--- src/rtl/mem_copy_ctrl_pkg.sv ---
// ---------------------------------------------------------------------------
// mem_ctrl_pkg
// Shared types and default widths for the block-copy sequencer.
//   ADDR_W_DEF / DATA_W_DEF : default word-address / data widths
//   copy_state_t            : sequencer states
//   word_adr_t / word_cnt_t : word address and word count (count spans 0..2**ADDR_W)
// ---------------------------------------------------------------------------
package mem_ctrl_pkg;

  localparam int ADDR_W_DEF = 5;
  localparam int DATA_W_DEF = 32;

  typedef enum logic [1:0] {
    IDLE   = 2'd0,
    COPY   = 2'd1,
    VERIFY = 2'd2,
    DONE   = 2'd3
  } copy_state_t;

  typedef logic [ADDR_W_DEF-1:0] word_adr_t;
  typedef logic [ADDR_W_DEF:0]   word_cnt_t;

endpackage

--- src/rtl/mem_copy_ctrl_if.sv ---
// ---------------------------------------------------------------------------
// mem_copy_ctrl_if
// Control and memory-pin bundle between the top-level control, the copy
// sequencer and the two memories.
//   slave  : sequencer view (takes start/abort/bases/len/read data,
//            drives addresses, write enable and status)
//   master : control / memory view (the opposite directions)
// ---------------------------------------------------------------------------
interface mem_copy_ctrl_if
  import mem_ctrl_pkg::*;
#(
  parameter int ADDR_W = ADDR_W_DEF,
  parameter int DATA_W = DATA_W_DEF
);

  logic              start;
  logic              abort;
  logic [ADDR_W-1:0] src_base;
  logic [ADDR_W-1:0] dst_base;
  logic [ADDR_W:0]   len;
  logic [DATA_W-1:0] src_rd;
  logic [DATA_W-1:0] dst_rd;
  logic [ADDR_W-1:0] src_adr;
  logic [ADDR_W-1:0] dst_adr;
  logic              dst_we;
  logic              busy;
  logic              done;
  logic              err;
  logic [ADDR_W-1:0] err_idx;
  logic [ADDR_W:0]   count;

  modport slave (
    input  start, abort, src_base, dst_base, len, src_rd, dst_rd,
    output src_adr, dst_adr, dst_we, busy, done, err, err_idx, count
  );

  modport master (
    output start, abort, src_base, dst_base, len, src_rd, dst_rd,
    input  src_adr, dst_adr, dst_we, busy, done, err, err_idx, count
  );

endinterface

--- src/rtl/mem_copy_ctrl_addr_gen.sv ---
// ---------------------------------------------------------------------------
// mem_addr_gen
// Word counter plus two base-relative address outputs, shared by the copy
// and verify walks.
//   clk, rst_n              : clock, async active-low reset
//   clr_i                   : restart the walk at offset 0 (wins over en_i)
//   en_i                    : advance one word; the counter saturates at len_i
//   src_base_i, dst_base_i  : captured base addresses
//   len_i                   : captured word count
//   src_adr_o, dst_adr_o    : base + offset, wrapping modulo 2**ADDR_W
//   cnt_o                   : current word offset
//   last_o                  : this cycle handles the final word of the walk
// ---------------------------------------------------------------------------
module mem_addr_gen #(
  parameter int ADDR_W = 5
) (
  input  logic              clk,
  input  logic              rst_n,
  input  logic              clr_i,
  input  logic              en_i,
  input  logic [ADDR_W-1:0] src_base_i,
  input  logic [ADDR_W-1:0] dst_base_i,
  input  logic [ADDR_W:0]   len_i,
  output logic [ADDR_W-1:0] src_adr_o,
  output logic [ADDR_W-1:0] dst_adr_o,
  output logic [ADDR_W:0]   cnt_o,
  output logic              last_o
);

  localparam logic [ADDR_W:0] CNT_ONE = (ADDR_W+1)'(1);

  logic [ADDR_W:0] cnt_q, cnt_d;

  always_comb begin
    cnt_d = cnt_q;
    if (clr_i)                        cnt_d = '0;
    else if (en_i && (cnt_q != len_i)) cnt_d = cnt_q + CNT_ONE;
  end

  // NOTE: sequential state is updated with non-blocking assignments only, so
  // every flop samples the pre-edge value of every other flop.
  always_ff @(posedge clk or negedge rst_n) begin
    if (!rst_n) cnt_q <= '0;
    else        cnt_q <= cnt_d;
  end

  // Dropping the count MSB makes the sum wrap naturally at 2**ADDR_W.
  assign src_adr_o = src_base_i + cnt_q[ADDR_W-1:0];
  assign dst_adr_o = dst_base_i + cnt_q[ADDR_W-1:0];
  assign cnt_o     = cnt_q;
  assign last_o    = ((cnt_q + CNT_ONE) == len_i);

endmodule

--- src/rtl/mem_copy_ctrl.sv ---
// ---------------------------------------------------------------------------
// mem_copy_ctrl
// Block-copy sequencer: copies len words from the source ROM at src_base to
// the destination RAM at dst_base, one word per clock, driving the memory
// address and write-enable pins. Optional readback verify.
//   clk, rst_n : clock, async active-low reset
//   bus        : mem_copy_ctrl_if.slave
//                in : start, abort, src_base, dst_base, len, src_rd, dst_rd
//                out: src_adr, dst_adr, dst_we, busy, done, err, err_idx, count
// Build option: define MEM_COPY_VERIFY_EN to add a VERIFY pass after COPY
// that compares src_rd with dst_rd over the same address walk; otherwise
// err/err_idx are tied to 0 and the read-data inputs are ignored.
// ---------------------------------------------------------------------------
module mem_copy_ctrl
  import mem_ctrl_pkg::*;
#(
  parameter int ADDR_W = ADDR_W_DEF,
  parameter int DATA_W = DATA_W_DEF
) (
  input  logic          clk,
  input  logic          rst_n,
  mem_copy_ctrl_if.slave bus
);

  copy_state_t       state_q, state_d;
  logic [ADDR_W-1:0] src_base_q, dst_base_q;
  logic [ADDR_W:0]   len_q;

  logic              accept;   // start taken this cycle: capture parameters
  logic              gen_clr, gen_en, gen_last;
  logic [ADDR_W-1:0] gen_src_adr, gen_dst_adr;
  logic [ADDR_W:0]   gen_cnt;

  mem_addr_gen #(.ADDR_W(ADDR_W)) u_addr_gen (
    .clk        (clk),
    .rst_n      (rst_n),
    .clr_i      (gen_clr),
    .en_i       (gen_en),
    .src_base_i (src_base_q),
    .dst_base_i (dst_base_q),
    .len_i      (len_q),
    .src_adr_o  (gen_src_adr),
    .dst_adr_o  (gen_dst_adr),
    .cnt_o      (gen_cnt),
    .last_o     (gen_last)
  );

  // NOTE: every signal written here gets a default first, so no path can
  // leave one unassigned and infer a latch.
  always_comb begin
    state_d = state_q;
    accept  = 1'b0;
    gen_clr = 1'b0;
    gen_en  = 1'b0;
    case (state_q)
      IDLE: begin
        // abort outranks a simultaneous start
        if (bus.start && !bus.abort) begin
          accept  = 1'b1;
          gen_clr = 1'b1;
          state_d = (bus.len == '0) ? DONE : COPY;
        end
      end
      COPY: begin
        if (bus.abort) begin
          state_d = IDLE;
        end else begin
          gen_en = 1'b1;
          if (gen_last) begin
`ifdef MEM_COPY_VERIFY_EN
            gen_clr = 1'b1;
            state_d = VERIFY;
`else
            state_d = DONE;
`endif
          end
        end
      end
`ifdef MEM_COPY_VERIFY_EN
      VERIFY: begin
        if (bus.abort) begin
          state_d = IDLE;
        end else begin
          gen_en = 1'b1;
          if (gen_last) state_d = DONE;
        end
      end
`endif
      DONE:    state_d = IDLE;
      default: state_d = IDLE;
    endcase
  end

  always_ff @(posedge clk or negedge rst_n) begin
    if (!rst_n) begin
      state_q    <= IDLE;
      src_base_q <= '0;
      dst_base_q <= '0;
      len_q      <= '0;
    end else begin
      state_q <= state_d;
      if (accept) begin
        src_base_q <= bus.src_base;
        dst_base_q <= bus.dst_base;
        len_q      <= bus.len;
      end
    end
  end

`ifdef MEM_COPY_VERIFY_EN
  logic              err_q, err_d;
  logic [ADDR_W-1:0] err_idx_q, err_idx_d;

  // Only the first mismatch since the last accepted start is recorded.
  always_comb begin
    err_d     = err_q;
    err_idx_d = err_idx_q;
    if (accept) begin
      err_d     = 1'b0;
      err_idx_d = '0;
    end else if ((state_q == VERIFY) && !bus.abort && !err_q &&
                 (bus.src_rd != bus.dst_rd)) begin
      err_d     = 1'b1;
      err_idx_d = gen_cnt[ADDR_W-1:0];
    end
  end

  always_ff @(posedge clk or negedge rst_n) begin
    if (!rst_n) begin
      err_q     <= 1'b0;
      err_idx_q <= '0;
    end else begin
      err_q     <= err_d;
      err_idx_q <= err_idx_d;
    end
  end

  assign bus.err     = err_q;
  assign bus.err_idx = err_idx_q;
`else
  logic unused_rd;
  assign unused_rd   = ^{bus.src_rd, bus.dst_rd};
  assign bus.err     = 1'b0;
  assign bus.err_idx = '0;
`endif

  logic walking;
  assign walking = (state_q == COPY) || (state_q == VERIFY);

  // abort gates the write in the same cycle it is raised
  assign bus.dst_we  = (state_q == COPY) && !bus.abort;
  assign bus.busy    = (state_q != IDLE);
  assign bus.done    = (state_q == DONE);
  assign bus.src_adr = walking ? gen_src_adr : '0;
  assign bus.dst_adr = walking ? gen_dst_adr : '0;
  assign bus.count   = gen_cnt;

endmodule
--- src/flat_wrapper.sv ---
// flat-port wrapper written by rule: the top's interface ports become plain ports
module mem_copy_ctrl_flat import mem_ctrl_pkg::*;
#(
  parameter int ADDR_W = ADDR_W_DEF,
  parameter int DATA_W = DATA_W_DEF
)
  (clk, rst_n, bus_start, bus_abort, bus_src_base, bus_dst_base, bus_len, bus_src_rd, bus_dst_rd, bus_src_adr, bus_dst_adr, bus_dst_we, bus_busy, bus_done, bus_err, bus_err_idx, bus_count);
  mem_copy_ctrl_if #(.ADDR_W(ADDR_W), .DATA_W(DATA_W)) bus_i ();
  input  logic clk;
  input  logic rst_n;
  input wire logic [$bits(bus_i.start)-1:0] bus_start;
  input wire logic [$bits(bus_i.abort)-1:0] bus_abort;
  input wire logic [$bits(bus_i.src_base)-1:0] bus_src_base;
  input wire logic [$bits(bus_i.dst_base)-1:0] bus_dst_base;
  input wire logic [$bits(bus_i.len)-1:0] bus_len;
  input wire logic [$bits(bus_i.src_rd)-1:0] bus_src_rd;
  input wire logic [$bits(bus_i.dst_rd)-1:0] bus_dst_rd;
  output wire logic [$bits(bus_i.src_adr)-1:0] bus_src_adr;
  output wire logic [$bits(bus_i.dst_adr)-1:0] bus_dst_adr;
  output wire logic [$bits(bus_i.dst_we)-1:0] bus_dst_we;
  output wire logic [$bits(bus_i.busy)-1:0] bus_busy;
  output wire logic [$bits(bus_i.done)-1:0] bus_done;
  output wire logic [$bits(bus_i.err)-1:0] bus_err;
  output wire logic [$bits(bus_i.err_idx)-1:0] bus_err_idx;
  output wire logic [$bits(bus_i.count)-1:0] bus_count;
  assign bus_i.start = bus_start;
  assign bus_i.abort = bus_abort;
  assign bus_i.src_base = bus_src_base;
  assign bus_i.dst_base = bus_dst_base;
  assign bus_i.len = bus_len;
  assign bus_i.src_rd = bus_src_rd;
  assign bus_i.dst_rd = bus_dst_rd;
  assign bus_src_adr = bus_i.src_adr;
  assign bus_dst_adr = bus_i.dst_adr;
  assign bus_dst_we = bus_i.dst_we;
  assign bus_busy = bus_i.busy;
  assign bus_done = bus_i.done;
  assign bus_err = bus_i.err;
  assign bus_err_idx = bus_i.err_idx;
  assign bus_count = bus_i.count;
  mem_copy_ctrl #(.ADDR_W(ADDR_W), .DATA_W(DATA_W)) u_core (.clk(clk), .rst_n(rst_n), .bus(bus_i));
endmodule
--- config.mk ---
export PLATFORM = sky130hd
export DESIGN_NAME = mem_copy_ctrl_flat
export DESIGN_NICKNAME = d
export VERILOG_FILES = /design/src/rtl/mem_copy_ctrl_pkg.sv /design/src/rtl/mem_copy_ctrl_if.sv /design/src/rtl/mem_copy_ctrl_addr_gen.sv /design/src/rtl/mem_copy_ctrl.sv /design/src/flat_wrapper.sv
export SDC_FILE = /design/constraint.sdc
export NUM_CORES = 1
export LEC_CHECK = 0
export BUFFER_PORTS_ARGS = -buffer_cell sky130_fd_sc_hd__buf_2
export CAP_MARGIN = 40
export CORE_MARGIN = 5
export CORE_UTILIZATION = 44
export CTS_CLUSTER_SIZE = 25
export DETAILED_ROUTE_END_ITERATION = 10
export PLACE_DENSITY = 0.88
export SLEW_MARGIN = 20
export SYNTH_ARGS = -nofsm -noshare
export SYNTH_HDL_FRONTEND = slang
export SYNTH_HIERARCHICAL = 1
export SYNTH_SLANG_ARGS = --single-unit
--- constraint.sdc ---
create_clock -name clk -period 2.5 [get_ports clk]
set_clock_uncertainty 0.05 [all_clocks]
set_input_delay 0.125 -clock clk [delete_from_list [all_inputs] [get_ports clk]]
set_output_delay 0.125 -clock clk [all_outputs]
set_load 0.05 [all_outputs]
==> results of run 1 <==
flip-flops by register name (all words and copies together) (netlist names):
signal                   cells
u_core/src_base_q            5
u_core/len_q                 6
u_core/dst_base_q            5
u_core/u_addr_gen/cnt_o      6
u_core/state_q               2
final cells by class:
type                    count  share of cell area (%)
clock buffers               3                    2.00
inverters                  17                    3.09
well taps                  50                    3.02
repair buffers             43                    11.1
multi-input cells         124                    51.7
flip-flops and latches     24                    29.0
cell usage in the layout (no fill, tap or decap), drive strengths merged, types with 2 or more instances in the layout:
cell type,instances
and3,2
mux2,18
xor2,5
nor2b,5
buf,42
dfrtp,24
and2,11
xnor2,12
conb,6
clkbuf,3
a211oi,3
ha,12
a21oi,6
a21o,4
fa,2
nand2,4
nand2b,2
nand3,2
a2bb2oi,2
a211o,4
inv,17
or2,2
o2111ai,3
nor2,6
o311ai,3
cell families after synthesis:
family	after synthesis
AOI/OAI and AO/OA	29
xor gates and xnor gates	17
adders and majority gates	14
buffers and inverters	28
DFF	24
muxes	18
other	1
and+or+nand+nor	40
where the power goes:
part | switching (mW) | total [mW] | internal (mW)
clock | 0.127 | 0.235 | 0.108
sequential | 0.143 | 0.692 | 0.549
combinational | 1.15 | 1.85 | 0.697
per-layer routing:
layer	track usage, %	vias to the layer above	share of wire (%)
met5	0	-	0
met4	5.84	0	2.3
met3	2.16	10	6.5
met2	25.8	53	47
met1	19.7	652	44
li1	-	661	-
cell usage after synthesis, drive strengths merged:
cell and number:
a2111oi 1, a211o 4, a211oi 3, a21boi 1, a21o 4, a21oi 6
a2bb2oi 2, and2 11, and3 2, buf 9, clkbuf 2, conb 1
dfrtp 24, fa 2, ha 12, inv 17, mux2 18, nand2 4
nand2b 2, nand3 2, nand4 1, nor2 6, nor2b 5, nor3 1
nor4 1, nor4b 1, o2111ai 3, o21ai 1, o311ai 3, o31ai 1
or2 2, or2b 1, or4b 1, xnor2 12, xor2 5
worst register-to-register path, cell delays in order (launching register included):
cell and delay, ns:
dfrtp_1 0.39, ha_1 0.26, nor2b_1 0.17, or2_2 0.27, a211o_1 0.30, a211oi_1 0.26
nand2b_1 0.18, a2bb2oi_1 0.17, a2bb2oi_1 0.18
through the flow:
stage	hold WS, ns	utilization (%)
after floorplan	-0.221	-
after global placement	0.0839	50.4
after detailed placement	0.0930	50.4
after CTS	0.0247	51.7
after global routing	0.0338	51.7
final	0.0229	51.7
worst paths after layout:
check	from	endpoint	slack [ns]	cells past startpoint
worst max register to register	u_core/u_addr_gen/cnt_o[0]	u_core/state_q[1]	0.19	8
worst min register to register	u_core/dst_base_q[2]	u_core/dst_base_q[2]	0.48	1
max in group asynchronous	rst_n	u_core/dst_base_q[1]	1.70	2
min in group asynchronous	rst_n	u_core/src_base_q[1]	0.33	2
worst min-delay path	bus_abort	u_core/state_q[0]	0.02	2
worst max-delay path	u_core/u_addr_gen/cnt_o[0]	bus_dst_adr[4]	0.17	10
what timing repair did:
| item | CTS | global route |
|---|---|---|
| buffers inserted | 0 | 0 |
| hold endpoints to repair | 24 | 0 |
| hold buffers | 1 | 0 |
==> flow_summary_export.csv, run 1 <==
group,metric,value,unit
status,status,"complete, no violations",
timing,slew_viol_final,0,
clock_network,tritoncts,"done",
setup_path,cp_max_fo,7,
clock_network,cts.clk_slew.worst_paths,0.09,ns
clock_network,cts_htree_levels,1,
final_layout,area_growth,14.4,%
die,rows,23,
worst_hold_path,hold_class,"primary input to flop",
routing,dr.pass1.iters,4,
die,ios,109,
die,core_area,0.00400,mm2
logic_synthesis,synth_seq_cells,24,
setup_path,critPathLaunchType,"flop",
logic_synthesis,synthAdderAreaFrac,10.5,%
setup_path,crit_chain,"buf_4 > ha_1 > inv_1 > fa_1 > inv_1 > a21o_1 > a21oi_1 > xnor2_1 > and2_1 > buf_2",
logic_synthesis,ys_types,42,
logic_synthesis,synth.area.mux_share,13.1,%
setup_path,crit_slowest_cell,"dfrtp_1",
final_layout,multi_input_area,0.00107,mm2
logic_synthesis,synth.avg_cell_area,10.6,um2
final_layout,fin_cells,261,
logic_synthesis,synth_top_cell_by_area,"dfrtp_1",
pwr,power,2.78,mW
logic_synthesis,synth_warnings,6,
setup_path,crit_top_cell,"inv_1",
timing,rsz0062_at_grt,"false",
timing,period_needed,2.33,ns
place,place_congestion,0.958,
grt,grt.total_usage,15.3,%
logic_synthesis,synth_top_family_by_area,"simple AND/OR/NAND/NOR gates",
final_layout,seqCellArea,601,um2
timing,maxSlewHeadroom,63.0,%
timing,worst_pin_slew,0.554,ns
clock_network,clock_sinks,24,
die,die-height,74.1,um
run,maxCapViolCount,0,
logic_synthesis,synthTopCellsByArea,"dfrtp_1 (33%), ha_1 (8.3%), mux2_4 (7.5%)",
logic_synthesis,synthCells,171,
logic_synthesis,synth_top_cell_area_share,33.2,%
routing,routed_wl,3910,um
place,placed_area,0.00202,mm2
place,place_inst,257,
routing,drc,0,
clock_network,post_cts_resized,0,
pwr,p_per_area,1340,mW/mm2
timing,finalHoldViolations,0,
logic_synthesis,yosys.area_share.simple,13.2,%
grt,grt_pass1_wl,6480,um
clock_network,worstSkewPairLatency,0.27,ns
setup_path,cp_num_buf_inv,4,
final_layout,fin_area,0.00207,mm2
place,dpl.hpwl,3030,um
logic_synthesis,syn_area,0.00181,mm2
setup_path,crit_family,"buffers and inverters",
die,die_width,74.1,um
routing,avgViaCountPerCell,5.27,
timing,setup_viol,0,
final_layout,num_antenna_cells,0,
routing,via_count,1376,
grt,antenna_found_initial,0,
clock_network,cts-root-buf,"clkbuf_8",
clock_network,clock_path_buffers,2,
pwr,leakagePower,1.07,nW
timing,fin_setup_tns,0,ns
pwr,peakVddDrop,0.623,mV
logic_synthesis,seq_area_frac_synth,33.2,%
place,pre_cts_slack,0.297,ns
grt,globalRouteOverflowTotal,0,
grt,grt_pass1_vias,1383,
setup_path,max_stage_delay,0.39,ns
final_layout,fillCellCount,373,
die,fp.dieArea,0.00549,mm2
final_layout,nets,311,
routing,wire_per_inst,15.0,um
routing,drt_iter0_markers,31,
setup_path,worst_setup_path_end_kind,"output pin",
final_layout,drive_gt1_share,32.7,%
setup_path,arrival,2.16,ns
setup_path,cp.required,2.33,ns
timing,setup_ws,0.167,ns
setup_path,crit_type,"flop to output pin",
logic_synthesis,synth_xor_area_share,8.65,%
die,start_util,45.2,%
logic_synthesis,synth_compound_area_share,12.3,%
timing,fin_crit_sh,93.3,%
routing,drtAntennaViolNets,0,
place,io_buffers,38,
grt,grt_max_degree,25,
timing,fmax,429,MHz
clock_network,cts_made_buffers,3,
Power figures use the tool's default switching activity.
==> run 2, diff against run 1 <==
clock period = 2.58 ns   (was 2.5 ns; I/O delays follow)
==> run 2 against run 1 <==
- worst hold slack gained 0.0071 ns
- register-to-register slack improved by 0.15 ns
- global-route usage down 0.58 points
- via count shrank 3.3%
- sequential share of layout area is 0.42 points lower
- setup slack improved by 0.068 ns
- core utilization is 0.75 points higher
- total power is essentially flat
- final cell count rose by 0.38%
==> flow_summary_export.csv, run 2 (same netlist as run 1, synthesis figures left out) <==
group,metric,value,unit
worst_hold_path,hold_class,"primary input to flop",
place,place_congestion,0.941,
timing,slew_viol_final,0,
timing,setup_ws,0.235,ns
pwr,power.net_switching,1.36,mW
status,status,"complete, no violations",
timing,fin_crit_sh,90.9,%
routing,drc,0,
clock_network,clock_path_buffers,2,
final_layout,nets,311,
timing,setup_viol,0,
setup_path,worst_setup_path_end_kind,"output pin",
pwr,peakVddDrop,0.590,mV
setup_path,crit_chain,"buf_4 > ha_1 > inv_1 > fa_1 > inv_1 > a21o_1 > a21oi_1 > xnor2_1 > and2_1 > buf_2",
setup_path,cp_max_fo,7,
grt,grt_pass1_vias,1350,
grt,antenna_found_initial,0,
grt,grt_max_degree,25,
clock_network,tritoncts,"done",
pwr,p_clk_share,11.9,%
setup_path,max_stage_delay,0.39,ns
place,pre_cts_slack,0.386,ns
grt,globalRouteOverflowTotal,0,
final_layout,num_antenna_cells,0,
setup_path,cp.required,2.40,ns
routing,dr.pass1.iters,4,
clock_network,cts.clk_slew.worst_paths,0.09,ns
timing,fmax,426,MHz
run,maxCapViolCount,0,
die,die-height,74.1,um
final_layout,area_growth,16.1,%
final_layout,layout_common_cells,"buf_2 (38), dfrtp_1 (24), inv_1 (16), ha_1 (12), xnor2_1 (12)",
setup_path,arrival,2.17,ns
routing,wire_per_inst,14.2,um
die,start_util,45.2,%
grt,grt.total_usage,14.7,%
final_layout,mostFrequentLayoutCell,"buf_2",
clock_network,ctsHoldBuffers,1,
setup_path,critPathLaunchType,"flop",
routing,drt_iter0_markers,42,
clock_network,post_cts_resized,0,
clock_network,worstSkewPairLatency,0.27,ns
routing,via_count,1331,
clock_network,clock_sinks,24,
die,core_area,0.00400,mm2
pwr,swShare,49.1,%
routing,drtAntennaViolNets,0,
place,io_buffers,38,
die,rows,23,
clock_network,cts-root-buf,"clkbuf_8",
final_layout,drive_gt1_share,33.0,%
timing,whs,0.0300,ns
timing,fin_setup_tns,0,ns
routing,avgViaCountPerCell,5.08,
die,ios,109,
setup_path,crit_top_cell,"inv_1",
clock_network,cts_htree_levels,1,
timing,worst_pin_slew,0.534,ns
clock_network,cts_made_buffers,3,
timing,rsz0062_at_grt,"false",
pwr,combPwrFrac,64.2,%
pwr,p_int,1.41,mW
pwr,p_per_area,1320,mW/mm2
die,die_width,74.1,um
place,dpl.hpwl,2870,um
timing,finalHoldViolations,0,
grt,grt_pass1_wl,6290,um
die,fp.dieArea,0.00549,mm2
pwr,power,2.78,mW
pwr,leakagePower,1.09,nW
setup_path,crit_type,"flop to output pin",
timing,maxSlewHeadroom,64.4,%
pwr,power_frac_seq,23.9,%
routing,routed_wl,3710,um
timing,period_needed,2.34,ns
clock_network,cts_setup_buffers,0,
setup_path,crit_slowest_cell,"dfrtp_1",
## run 2: worst max-delay path: cells and delay by family (launching register included)
family	cells	cell delay (ns)
buffers and inverters	4	0.52
XOR/XNOR	1	0.13
AND/OR/NAND/NOR	1	0.13
AO/OA/AOI/OAI	2	0.33
adder cells (fa/ha/maj)	2	0.38
flip-flops	1	0.39
## run 2: metrics by stage
stage	cell area (um2)	std cells	utilization [%]
2_1_floorplan	1830	176	-
3_3_place_gp	2020	257	50.4
3_5_place_dp	2020	257	50.4
4_1_cts	2100	262	52.5
5_1_grt	2100	262	52.5
6_report	2100	262	52.5
## run 2: layout make-up
cell class / count / area [um2]
clock buffer: 3 / 41.3
clock inverter: 1 / 30.0
fill: 369 / 1900
inverter: 17 / 63.8
multi-input combinational: 124 / 1070
sequential: 24 / 601
tap: 50 / 62.6
timing repair buffer: 43 / 230
## run 2: path summary, 6_finish.rpt
check,slack [ns],to,start,depth (start not counted)
worst min-delay path,0.03,u_core/src_base_q[0],bus_src_base[0],2
max in group asynchronous,1.81,u_core/u_addr_gen/cnt_o[3],rst_n,2
worst max register to register,0.34,u_core/state_q[1],u_core/u_addr_gen/cnt_o[0],8
worst min register to register,0.47,u_core/dst_base_q[3],u_core/dst_base_q[3],1
worst max-delay path,0.24,bus_dst_adr[4],u_core/u_addr_gen/cnt_o[0],10
min in group asynchronous,0.31,u_core/src_base_q[3],rst_n,2
## run 2: routing by layer
layer  vias to the layer above  GRT usage (%)  part of all wire, %
met3                         5           1.89                  7.0
met4                         0           4.83                  1.2
met1                       628           19.3                   46
met2                        44           25.0                   46
met5                         -              0                    0
li1                        654              -                    -
## run 2: power groups by stage
stage | combinational [mW] | sequential (mW) | clock (mW)
2_1_floorplan | 1.41 | 0.693 | 0
3_3_place_gp | 1.75 | 0.663 | 0
3_5_place_dp | 1.77 | 0.676 | 0
4_1_cts | 1.79 | 0.667 | 0.337
5_1_grt | 1.93 | 0.686 | 0.351
6_report | 1.78 | 0.665 | 0.331
==> run 3, diff against run 2 <==
ABC_AREA = 1   (was unset)
CORE_UTILIZATION = 43   (was 44)
PLACE_DENSITY = 0.87   (was 0.88)
==> run 3 against run 2 <==
- sequential share of layout area fell by 0.26 points
- non-clock buffer count increased by 6
- die area grew 1.3%
- flip-flop and latch count did not move
- maximum frequency is 2.4% lower
- worst hold slack worse by 0.026 ns
- final cell count rose by 31%
- critical path type unchanged
- critical endpoint is now bus_src_adr[4]
- largest power group unchanged
==> flow_summary_export.csv, run 3 <==
group,metric,value,unit
logic_synthesis,synth_top_cell_by_area,"dfrtp_1",
timing,period_needed,2.40,ns
routing,drtAntennaViolNets,0,
timing,worst_pin_slew,0.559,ns
final_layout,multi_input_area,960,um2
logic_synthesis,synth_ff_type,"dfrtp_1",
logic_synthesis,synth_top_cell_area_share,33.5,%
clock_network,worstSkewPairLatency,0.27,ns
clock_network,cts.clk_slew.worst_paths,0.09,ns
final_layout,area_growth,18.3,%
routing,drt_iter0_markers,60,
setup_path,critPathLaunchType,"flop",
die,die_width,74.6,um
die,ios,109,
final_layout,mostFrequentLayoutCell,"nand2_1",
clock_network,cts_setup_buffers,0,
setup_path,cp.required,2.40,ns
setup_path,rr_startpoint,"u_core/u_addr_gen/cnt_o[1]",
routing,routed_wl,4180,um
routing,wirelength_met1,1810,um
routing,via_count,1625,
die,rows,23,
routing,avgViaCountPerCell,4.74,
worst_hold_path,min_to,"u_core/src_base_q[1]",
routing,top_layer_used,"met4",
place,placed_area,0.00199,mm2
pwr,p_per_area,1330,mW/mm2
routing,wl_met2,2060,um
timing,slew_viol_final,0,
clock_network,cts_htree_levels,1,
die,fp.dieArea,0.00556,mm2
setup_path,crit_type,"flop to output pin",
die,start_util,44.5,%
logic_synthesis,ys_async_sr_fraction,100,%
grt,antenna_found_initial,0,
timing,setup_viol,0,
worst_hold_path,hold_class,"primary input to flop",
place,place_congestion,0.916,
routing,met3_wirelength,291,um
grt,grt.total_usage,16.9,%
timing,rsz0062_at_grt,"false",
die,die-height,74.6,um
setup_path,worst_setup_path_end_kind,"output pin",
logic_synthesis,syn_area,0.00179,mm2
pwr,leakagePower,1.30,nW
timing,finalHoldViolations,0,
final_layout,fillCellCount,385,
final_layout,fin_area,0.00212,mm2
setup_path,ff2ff_setup_slack,0.60,ns
logic_synthesis,synthCells,247,
grt,grt_pass1_vias,1628,
final_layout,seqCellArea,602,um2
final_layout,layout_common_cells,"nand2_1 (86), inv_1 (39), buf_2 (38), dfrtp_1 (23), nor2_1 (14)",
place,dpl.hpwl,3060,um
timing,fin_setup_tns,0,ns
logic_synthesis,ys_types,26,
routing,wire_per_inst,12.2,um
logic_synthesis,yosys-top-cells-count,"nand2_1 (86), inv_1 (39), dfrtp_1 (24)",
logic_synthesis,seq_area_frac_synth,33.5,%
grt,globalRouteOverflowTotal,0,
routing,drc,0,
logic_synthesis,synth_seq_cells,24,
clock_network,clock_sinks,24,
setup_path,worstReg2RegEnd,"u_core/state_q[0]",
clock_network,cts-root-buf,"clkbuf_8",
clock_network,cts_made_buffers,3,
logic_synthesis,synth.avg_cell_area,7.26,um2
timing,fin_crit_sh,93.1,%
logic_synthesis,synth_edf_count,0,
setup_path,cp_max_fo,8,
logic_synthesis,synth_most_common_cell,"nand2_1",
place,io_buffers,38,
grt,grt_max_degree,25,
grt,grt_pass1_wl,7280,um
pwr,peakVddDrop,0.650,mV
worst_hold_path,hold_path_depth,3,
final_layout,num_antenna_cells,0,
clock_network,clock_path_buffers,2,
final_layout,drive_gt1_share,19.8,%
clock_network,tritoncts,"done",
die,core_area,0.00403,mm2
logic_synthesis,synth_warnings,6,
setup_path,reg2reg_depth,10,
final_layout,nets,392,
timing,fmax,416,MHz
status,status,"complete, no violations",
worst_hold_path,min_from,"bus_src_base[1]",
logic_synthesis,synthTopCellsByArea,"dfrtp_1 (33%), nand2_1 (18%), ha_1 (8.4%)",
timing,maxSlewHeadroom,62.7,%
run,maxCapViolCount,0,
routing,dr.pass1.iters,4,
setup_path,arrival,2.22,ns
## run 3: stage by stage
step	worst slack (ns)	std cells	power [mW]	hold WS [ns]	utilization, %
2_1_floorplan	0.264	252	2.16	-0.217	-
3_3_place_gp	0.441	331	2.48	0.0919	49.3
3_5_place_dp	0.397	331	2.53	0.104	49.3
4_1_cts	0.0763	343	2.82	0.000349	52.6
5_1_grt	0.0474	343	3.04	0.0251	52.7
6_report	0.178	343	2.81	0.00436	52.7
## run 3: worst max-delay path: stages, from the launching register on
cell,delay (ns)
dfrtp_2,0.48
ha_1,0.21
inv_1,0.07
fa_1,0.40
o21ai_0,0.24
xor2_1,0.17
nand2_1,0.08
inv_1,0.06
buf_2,0.25
## run 3: final cells by class
| class | instances | area share (%) |
|---|---|---|
| flip-flops and latches | 24 | 28.4 |
| repair buffers | 49 | 13.8 |
| multi-input cells | 176 | 45.2 |
| inverters | 40 | 7.08 |
| clock buffers | 4 | 2.59 |
| well taps | 50 | 2.95 |
## run 3: cells by family (layout without fill, tap and decap cells)
kind of cell / after synthesis / after routing / synth area share (%)
flops: 24 / 24 / 33.5
compound gates: 13 / 13 / 3.70
other cells: 1 / 6 / 0.209
buf+inv: 52 / 93 / 14.1
simple gates: 130 / 130 / 31.6
xor+xnor: 13 / 13 / 6.35
fa+ha+maj: 14 / 14 / 10.6
## run 3: metal layers
layer  global-route usage (%)  up-vias
met3                     2.57        2
met4                     5.93        0
met2                     29.2       57
li1                         -      828
met5                        0        -
met1                     21.4      738
## run 3: worst max-delay path by stage
stage | start | end | slack [ns] | depth (start not counted)
global route | u_core/u_addr_gen/cnt_o[1] | bus_src_adr[4] | 0.05 | 7
finish | u_core/u_addr_gen/cnt_o[0] | bus_src_adr[4] | 0.18 | 8
global placement | u_core/u_addr_gen/cnt_o[0] | bus_src_adr[4] | 0.44 | 8
CTS | u_core/u_addr_gen/cnt_o[0] | bus_src_adr[4] | 0.08 | 8
floorplan | u_core/u_addr_gen/cnt_o[0] | bus_dst_adr[4] | 0.26 | 7
detailed placement | u_core/u_addr_gen/cnt_o[0] | bus_dst_adr[4] | 0.40 | 8
## run 3: timing repair
action	4_1_cts	5_1_grt
hold buffers	8	0
setup endpoints to repair	0	1
gates resized for setup	0	1
endpoints found under the hold margin	31	0
## run 3: report_power, final
part	total, mW	switching (mW)	internal (mW)
logic	1.85	1.31	0.541
registers	0.703	0.164	0.540
clock network	0.263	0.127	0.137
total	2.81	1.60	1.22
